**src/rtl/id_ex_stage.sv**
```systemverilog
// ID/EX pipeline register with load-use hazard detection, write-back forwarding and a stall counter.
// Optional macro ID_EX_WB_BYPASS_EN: forward the committing write-back value; otherwise stall on that hazard.

`ifndef GPR_RD
`define GPR_RD 2'b01
`endif
`ifndef GPR_RT
`define GPR_RT 2'b10
`endif
`ifndef GPR_RA
`define GPR_RA 2'b11
`endif

module id_ex_stage #(
  parameter int DATA_W = 32
) (
  input  logic              clk,
  input  logic              rst_n,
  input  logic              id_valid,
  input  logic [31:0]       id_instr,
  input  logic [31:0]       id_pc,
  input  logic [DATA_W-1:0] id_reg_rs,
  input  logic [DATA_W-1:0] id_reg_rt,
  input  logic [1:0]        id_gpr_w_sel,
  input  logic              id_mem_read,
  input  logic              wb_we,
  input  logic [4:0]        wb_dst,
  input  logic [DATA_W-1:0] wb_data,
  input  logic              flush,
  output logic              stall,
  output logic              ex_valid,
  output logic [31:0]       ex_instr,
  output logic [31:0]       ex_pc,
  output logic [DATA_W-1:0] ex_rs_val,
  output logic [DATA_W-1:0] ex_rt_val,
  output logic [4:0]        ex_dst,
  output logic [1:0]        ex_gpr_w_sel,
  output logic              ex_mem_read,
  output logic [15:0]       stall_cnt
);

  function automatic logic [4:0] dst_decode(input logic [1:0] sel, input logic [31:0] instr);
    logic [4:0] d;
    d = 5'd0;
    case (sel)
      `GPR_RD: d = instr[15:11];
      `GPR_RT: d = instr[20:16];
      `GPR_RA: d = 5'd31;
      default: d = 5'd0;
    endcase
    return d;
  endfunction

  function automatic logic [15:0] sat_inc(input logic [15:0] v);
    return (v == 16'hFFFF) ? v : v + 16'd1;
  endfunction

  function automatic logic [DATA_W-1:0] wb_fwd(input logic [4:0] src, input logic [DATA_W-1:0] rf_val,
                                               input logic we, input logic [4:0] dst,
                                               input logic [DATA_W-1:0] data);
    return (we && dst != 5'd0 && dst == src) ? data : rf_val;
  endfunction

  // ---- ID stage (p0): operand selection and hazard detection
  logic [4:0]        rs_p0;
  logic [4:0]        rt_p0;
  logic              load_use_p0;
  logic              wb_haz_p0;
  logic [DATA_W-1:0] rs_val_p0;
  logic [DATA_W-1:0] rt_val_p0;

  logic              vld_p1;
  logic [31:0]       instr_p1;
  logic [31:0]       pc_p1;
  logic [DATA_W-1:0] rs_val_p1;
  logic [DATA_W-1:0] rt_val_p1;
  logic [4:0]        dst_p1;
  logic [1:0]        w_sel_p1;
  logic              mem_rd_p1;
  logic [15:0]       cnt_p1;

  assign rs_p0 = id_instr[25:21];
  assign rt_p0 = id_instr[20:16];

  assign load_use_p0 = id_valid && vld_p1 && mem_rd_p1 && (dst_p1 != 5'd0) &&
                       ((dst_p1 == rs_p0) || (dst_p1 == rt_p0));

`ifdef ID_EX_WB_BYPASS_EN
  assign wb_haz_p0 = 1'b0;
  assign rs_val_p0 = wb_fwd(rs_p0, id_reg_rs, wb_we, wb_dst, wb_data);
  assign rt_val_p0 = wb_fwd(rt_p0, id_reg_rt, wb_we, wb_dst, wb_data);
`else
  // Without forwarding the register file read is stale for one cycle; hold ID and re-read.
  logic unused_wb_data;
  assign unused_wb_data = ^wb_data;
  assign wb_haz_p0 = id_valid && wb_we && (wb_dst != 5'd0) &&
                     ((wb_dst == rs_p0) || (wb_dst == rt_p0));
  assign rs_val_p0 = id_reg_rs;
  assign rt_val_p0 = id_reg_rt;
`endif

  assign stall = (load_use_p0 || wb_haz_p0) && !flush;

  // ---- EX stage (p1): pipeline register
  always_ff @(posedge clk or negedge rst_n) begin
    if (!rst_n) begin
      vld_p1    <= 1'b0;
      instr_p1  <= '0;
      pc_p1     <= '0;
      rs_val_p1 <= '0;
      rt_val_p1 <= '0;
      dst_p1    <= '0;
      w_sel_p1  <= '0;
      mem_rd_p1 <= 1'b0;
      cnt_p1    <= '0;
    end else begin
      instr_p1  <= id_instr;
      pc_p1     <= id_pc;
      rs_val_p1 <= rs_val_p0;
      rt_val_p1 <= rt_val_p0;
      if (flush || stall) begin
        vld_p1    <= 1'b0;
        dst_p1    <= 5'd0;
        w_sel_p1  <= 2'd0;
        mem_rd_p1 <= 1'b0;
      end else begin
        vld_p1    <= id_valid;
        dst_p1    <= dst_decode(id_gpr_w_sel, id_instr);
        w_sel_p1  <= id_gpr_w_sel;
        mem_rd_p1 <= id_mem_read;
      end
      if (stall) begin
        cnt_p1 <= sat_inc(cnt_p1);
      end
    end
  end

  assign ex_valid     = vld_p1;
  assign ex_instr     = instr_p1;
  assign ex_pc        = pc_p1;
  assign ex_rs_val    = rs_val_p1;
  assign ex_rt_val    = rt_val_p1;
  assign ex_dst       = dst_p1;
  assign ex_gpr_w_sel = w_sel_p1;
  assign ex_mem_read  = mem_rd_p1;
  assign stall_cnt    = cnt_p1;

endmodule

```
**config.mk**
```make
export PLATFORM = sky130hd
export DESIGN_NAME = id_ex_stage
export DESIGN_NICKNAME = d
export VERILOG_FILES = /design/src/rtl/id_ex_stage.sv
export SDC_FILE = /design/constraint.sdc
export NUM_CORES = 1
export LEC_CHECK = 0
export BUFFER_PORTS_ARGS = -buffer_cell sky130_fd_sc_hd__buf_2
export CAP_MARGIN = 40
export CORE_AREA = 2 2 128 130
export DETAILED_ROUTE_END_ITERATION = 7
export DIE_AREA = 0 0 130 132
export RECOVER_POWER = 50
export SLEW_MARGIN = 5
export SYNTH_ARGS = -nofsm -noshare
export SYNTH_HDL_FRONTEND = slang
export SYNTH_SLANG_ARGS = --single-unit
export TNS_END_PERCENT = 100
```
**constraint.sdc**
```tcl
create_clock -name clk -period 2.5 [get_ports clk]
set_input_delay 0.125 -clock clk [delete_from_list [all_inputs] [get_ports clk]]
set_output_delay 0.125 -clock clk [all_outputs]
set_load 0.05 [all_outputs]
```
-- Word-level counts from Yosys, hierarchy flattened
Cells that the tools add are included.
- flip-flop bits (word level): 153
- latch bits: 0
- memory bits (writable): 0
- bits in read-only memories: 0
- bits of input ports: 173
- output and inout port bits: 154
- memories kept: 0
- add/subtract/negate cells: 1
- multiply operators: 0
- divide/modulo/power cells: 0
- magnitude comparators: 0
- equal/unequal tests: 8
- shifts and indexed selects: 0
- mux-type cells: 5
- bitwise logic cells: 1
- reductions and logical operators: 16
- operator list (operator ; number):
    $eq A5 B5 Y1 ; 4
    $add A16 B1 Y16 const B ; 1
    $eq A16 B16 Y1 const B ; 1
    $pmux W5 S3 ; 1
    $reduce_bool A5 Y1 ; 2
    $logic_and A1 B1 Y1 ; 8
    $mux W5 ; 1
    $eq A2 B2 Y1 const B ; 2
    $logic_or A1 B1 Y1 ; 4
    $eq A2 B1 Y1 const B ; 1
    $mux W1 ; 2
    $mux W2 ; 1
    $reduce_and A2 Y1 ; 1
    $logic_not A1 Y1 ; 1
    $not A1 Y1 ; 1

-- Depth between registers and ports, before layout
- depth after elaboration: 8
- depth in mapped cells: 7

-- Least setup slack after synthesis
Ideal clock, no wire load.
- kind: reg-to-reg
- start point: register dst_p1[1] (netlist: ex_dst[1])
- end point: register cnt_p1[1] (netlist: stall_cnt[1])
- library setup time: 125 ps
- arrival time: 2083 ps
- required time: 2375 ps
- setup slack: 293 ps
- cell stages (with the launch flop): 7
- clock period less this slack: 2207 ps
- cell sequence: dfrtp_1 > or4_1 > o2111ai_2 > or2b_2 > o32ai_4 > nand2_1 > mux2_2
- word-level cells in the longest chain between the ends: 6
- elaborated cells on any way between the ends: 9
- classes of those cells: eq/ne (2); reduce/logical (7)
- RTL lines (element ; line ; RTL):
    start, declared ; 77 ; logic [4:0] dst_p1;
    start signal, assigned ; 128 ; dst_p1 <= dst_decode(id_gpr_w_sel, id_instr);
    $eq A5 B5 Y1 / $reduce_bool A5 Y1 (equally long branches) ; 86, 85 ;
    $logic_or A1 B1 Y1 / $logic_and A1 B1 Y1 (equally long branches) ; 86, 85 ;
    $logic_and A1 B1 Y1 * ; 85 ; assign load_use_p0 = id_valid && vld_p1 && mem_rd_p1 && (dst_p1 != 5'd0) &&
    $logic_or A1 B1 Y1 * ; 102 ; assign stall = (load_use_p0 || wb_haz_p0) && !flush;
    $logic_and A1 B1 Y1 * ; 102 ;
    $reduce_and A2 Y1 (no source line) * ; -- ;
    end signal, assigned ; 133 ; cnt_p1 <= sat_inc(cnt_p1);
    end, declared ; 80 ; logic [15:0] cnt_p1;
Mark *: on every way between the ends. The rest lies on a longest branch, timed or not.
A chain may end at the register's enable or synchronous reset.

-- Final worst setup path
- start point: register dst_p1[1] (netlist: ex_dst[1])
- end point: output port stall
- word-level cells in the longest chain between the ends: 5
- elaborated cells on any way between the ends: 8
- classes of those cells: eq/ne (2); reduce/logical (6)
- RTL lines (element ; line ; RTL):
    $eq A5 B5 Y1 / $reduce_bool A5 Y1 (equally long branches) ; 86, 85 ;
    $logic_or A1 B1 Y1 / $logic_and A1 B1 Y1 (equally long branches) ; 86, 85 ;
    $logic_and A1 B1 Y1 * ; 85 ;
    $logic_or A1 B1 Y1 * ; 102 ;
    $logic_and A1 B1 Y1 * ; 102 ;
    end, declared ; 30 ; output logic stall,
Marked as above.

==> metrics.txt <==
hold path cells 4; max-cap violation count 0; residual DRC count 0; FF+latch count, synth 153; Yosys warnings 0; RR Startpoint ex_dst[1]; multi-input logic area 746 um2; crit path DAT 2.24 ns; status finished clean; DRT iter0 DRCs 103; synthesized instance count 271; Hold Crit Class in2reg; nets 892; asr flop ratio synth 1.00; RSZ-0062 raised after global routing no; core footprint 15700 um2; Ports 327; Setup CP Type reg2out; Die Y 132 um; worst-margin pin slew 1.49 ns; clk buf depth 2; dpl cell area 6380 um2; pwr dens 745 nW/um2; die width 130 um; Total Routing Usage GR 0.164; die footprint 17200 um2; total power 6.15 mW; vias per inst 4.07; sequential share of the synthesized area 0.830; synthesized net count 445; Yosys top cell area share 0.830; ratio of cells with drive above 1 in the final layout 0.419; H-tree depth 4; required time worst endpoint 2.38 ns; Mapped Area 4610 um2; CP Max Fanout 9; post-synth cell types 26; Main synth FF type dfrtp_1; max-slew violation count 0; worst reg-to-reg path cell count 6; Final Skew 0.00668 ns; Port Buffers 294; largest net degree at the start of global routing 67; FP Rows 46; R2R setup slack 0.33 ns; Worst Slack Setup Final 0.133 ns; Resize count post-CTS 0; EDFF count, synth 0; Synth area leader dfrtp_1; slew margin rel. 0.00949; vias in the first global route 4256; TritonCTS clock tree done; final std cell area, no fill 8250 um2; Fin Hold WS 0.159 ns; Final HPWL DP 9790 um; crit start category register; Routed WL per cell 15.0 um; antenna-violating nets left 0; Final period util 0.947; register area 3830 um2; Non-Filler Instances 947; worst setup path endpoint stall; CTS clk-pin slew, worst paths 0.06 ns; initial antenna violation count 1; Max IR drop VDD 431 uV; FILL cells 1325; P&R area growth vs syn 78.8%; gr ovfl total 0; synthesized area per cell 17.0 um2; total clock sinks 153; Final GP Congestion 0.831; Total Wirelength 14200 um; Final min period 2.37 ns; Clock Latency Late Sink 0.42 ns; vias post-DR 3857; Starting Density 0.294; Setup Slack @ Placement 0.355 ns; first-pass GRT wire length 21400 um; CTS root buffer clkbuf_16; First-pass DRT Iterations 4; Num CTS Buffers 17; DP Cell Count 782; main area contributors after synthesis dfrtp_1 83%, xor2_1 3.8%, xnor2_1 2.3%; Final Hold Fails 0; Crit. End Element output pin; Max Freq 0.422 GHz; leakage power 4.08 nW; setup violators final 0; Core Util, Final 0.525; setup TNS 0 ns; origin of the worst setup path ex_dst[1]; r2r endpoint stall_cnt[1]
repair_timing:
| item | CTS | global route |
|---|---|---|
| endpoints found under the hold margin | 193 | 0 |
| hold buffers | 133 | 0 |
| setup buffers | 0 | 0 |
synthesized netlist by cell type, drive strengths merged (2+ instances only):
master  instances
and2            2
xor2           20
nand2          13
dfrtp         153
nor2           11
inv             6
nor3            5
a21oi           6
a22oi           2
and3            5
mux2            3
nand3          10
or4             2
o21ai           6
xnor2          12
nand4           5
flip-flops by register name, indices dropped and copies added, names as in the netlist, 2 cells and up:
| name | count |
|---|---|
| ex_gpr_w_sel | 2 |
| ex_rs_val | 32 |
| ex_pc | 32 |
| stall_cnt | 16 |
| ex_dst | 5 |
| ex_rt_val | 32 |
| ex_instr | 32 |
how the worst min path moves through the flow:
stage	start	end	slack [ns]
floorplan	rst_n	ex_dst[0]	-0.17
global placement	rst_n	ex_instr[22]	0.13
detailed placement	rst_n	ex_instr[22]	0.14
CTS	flush	ex_gpr_w_sel[0]	0.13
global route	flush	ex_gpr_w_sel[1]	0.17
finish	flush	ex_gpr_w_sel[0]	0.16
cell families after synthesis:
kind of cell / after synthesis / share of synthesized area
AO/OA/AOI/OAI: 20 / 0.0336
XOR/XNOR: 32 / 0.0608
adder cells (fa/ha/maj): 1 / 0.00271
buffers and inverters: 8 / 0.00814
flip-flops: 153 / 0.830
multiplexers: 3 / 0.00732
AND/OR/NAND/NOR: 54 / 0.0572
power by group:
| part | leakage (nW) | switching (mW) | total [mW] | internal [mW] |
|---|---|---|---|---|
| logic | 1.97 | 0.685 | 1.02 | 0.332 |
| registers | 1.83 | 0.0497 | 2.65 | 2.60 |
| clock network | 0.279 | 1.06 | 2.48 | 1.42 |
| total | 4.08 | 1.79 | 6.15 | 4.35 |
cell usage in the layout (no fill, tap or decap), drive strengths merged, types with 2 or more instances in the layout:
cell	instances
buf	267
dfrtp	153
dlygate4sd3	133
clkbuf	48
xor2	20
nand2	13
xnor2	12
inv	12
nor2	11
nand3	10
o21ai	6
a21oi	6
nor3	5
and3	5
nand4	5
clkinv	4
mux2	3
a22oi	2
or4	2
and2	2
clkinvlp	2
layer usage:
| metal | track usage | vias to the layer above | routed length [um] |
|---|---|---|---|
| li1 | - | 1792 | - |
| met1 | 0.175 | 1840 | 5380 |
| met2 | 0.287 | 197 | 7340 |
| met3 | 0.0564 | 28 | 1090 |
| met4 | 0.0818 | 0 | 346 |
| met5 | 0 | - | 0 |
critical path: stages (launching register included):
cell	delay, ns
dfrtp_1	0.42
or4_1	0.59
o2111ai_2	0.24
or2b_2	0.17
o32ai_4	0.13
buf_2	0.27
cell type report:
type | count | area share
sequential | 153 | 0.464
multi-input combinational | 110 | 0.0904
tap | 216 | 0.0328
clock buffer | 18 | 0.0533
inverter | 6 | 0.00273
timing repair buffer | 430 | 0.340
antenna | 1 | 0.000303
clock inverter | 13 | 0.0165
Note: power is estimated with default switching activity, not from simulation.
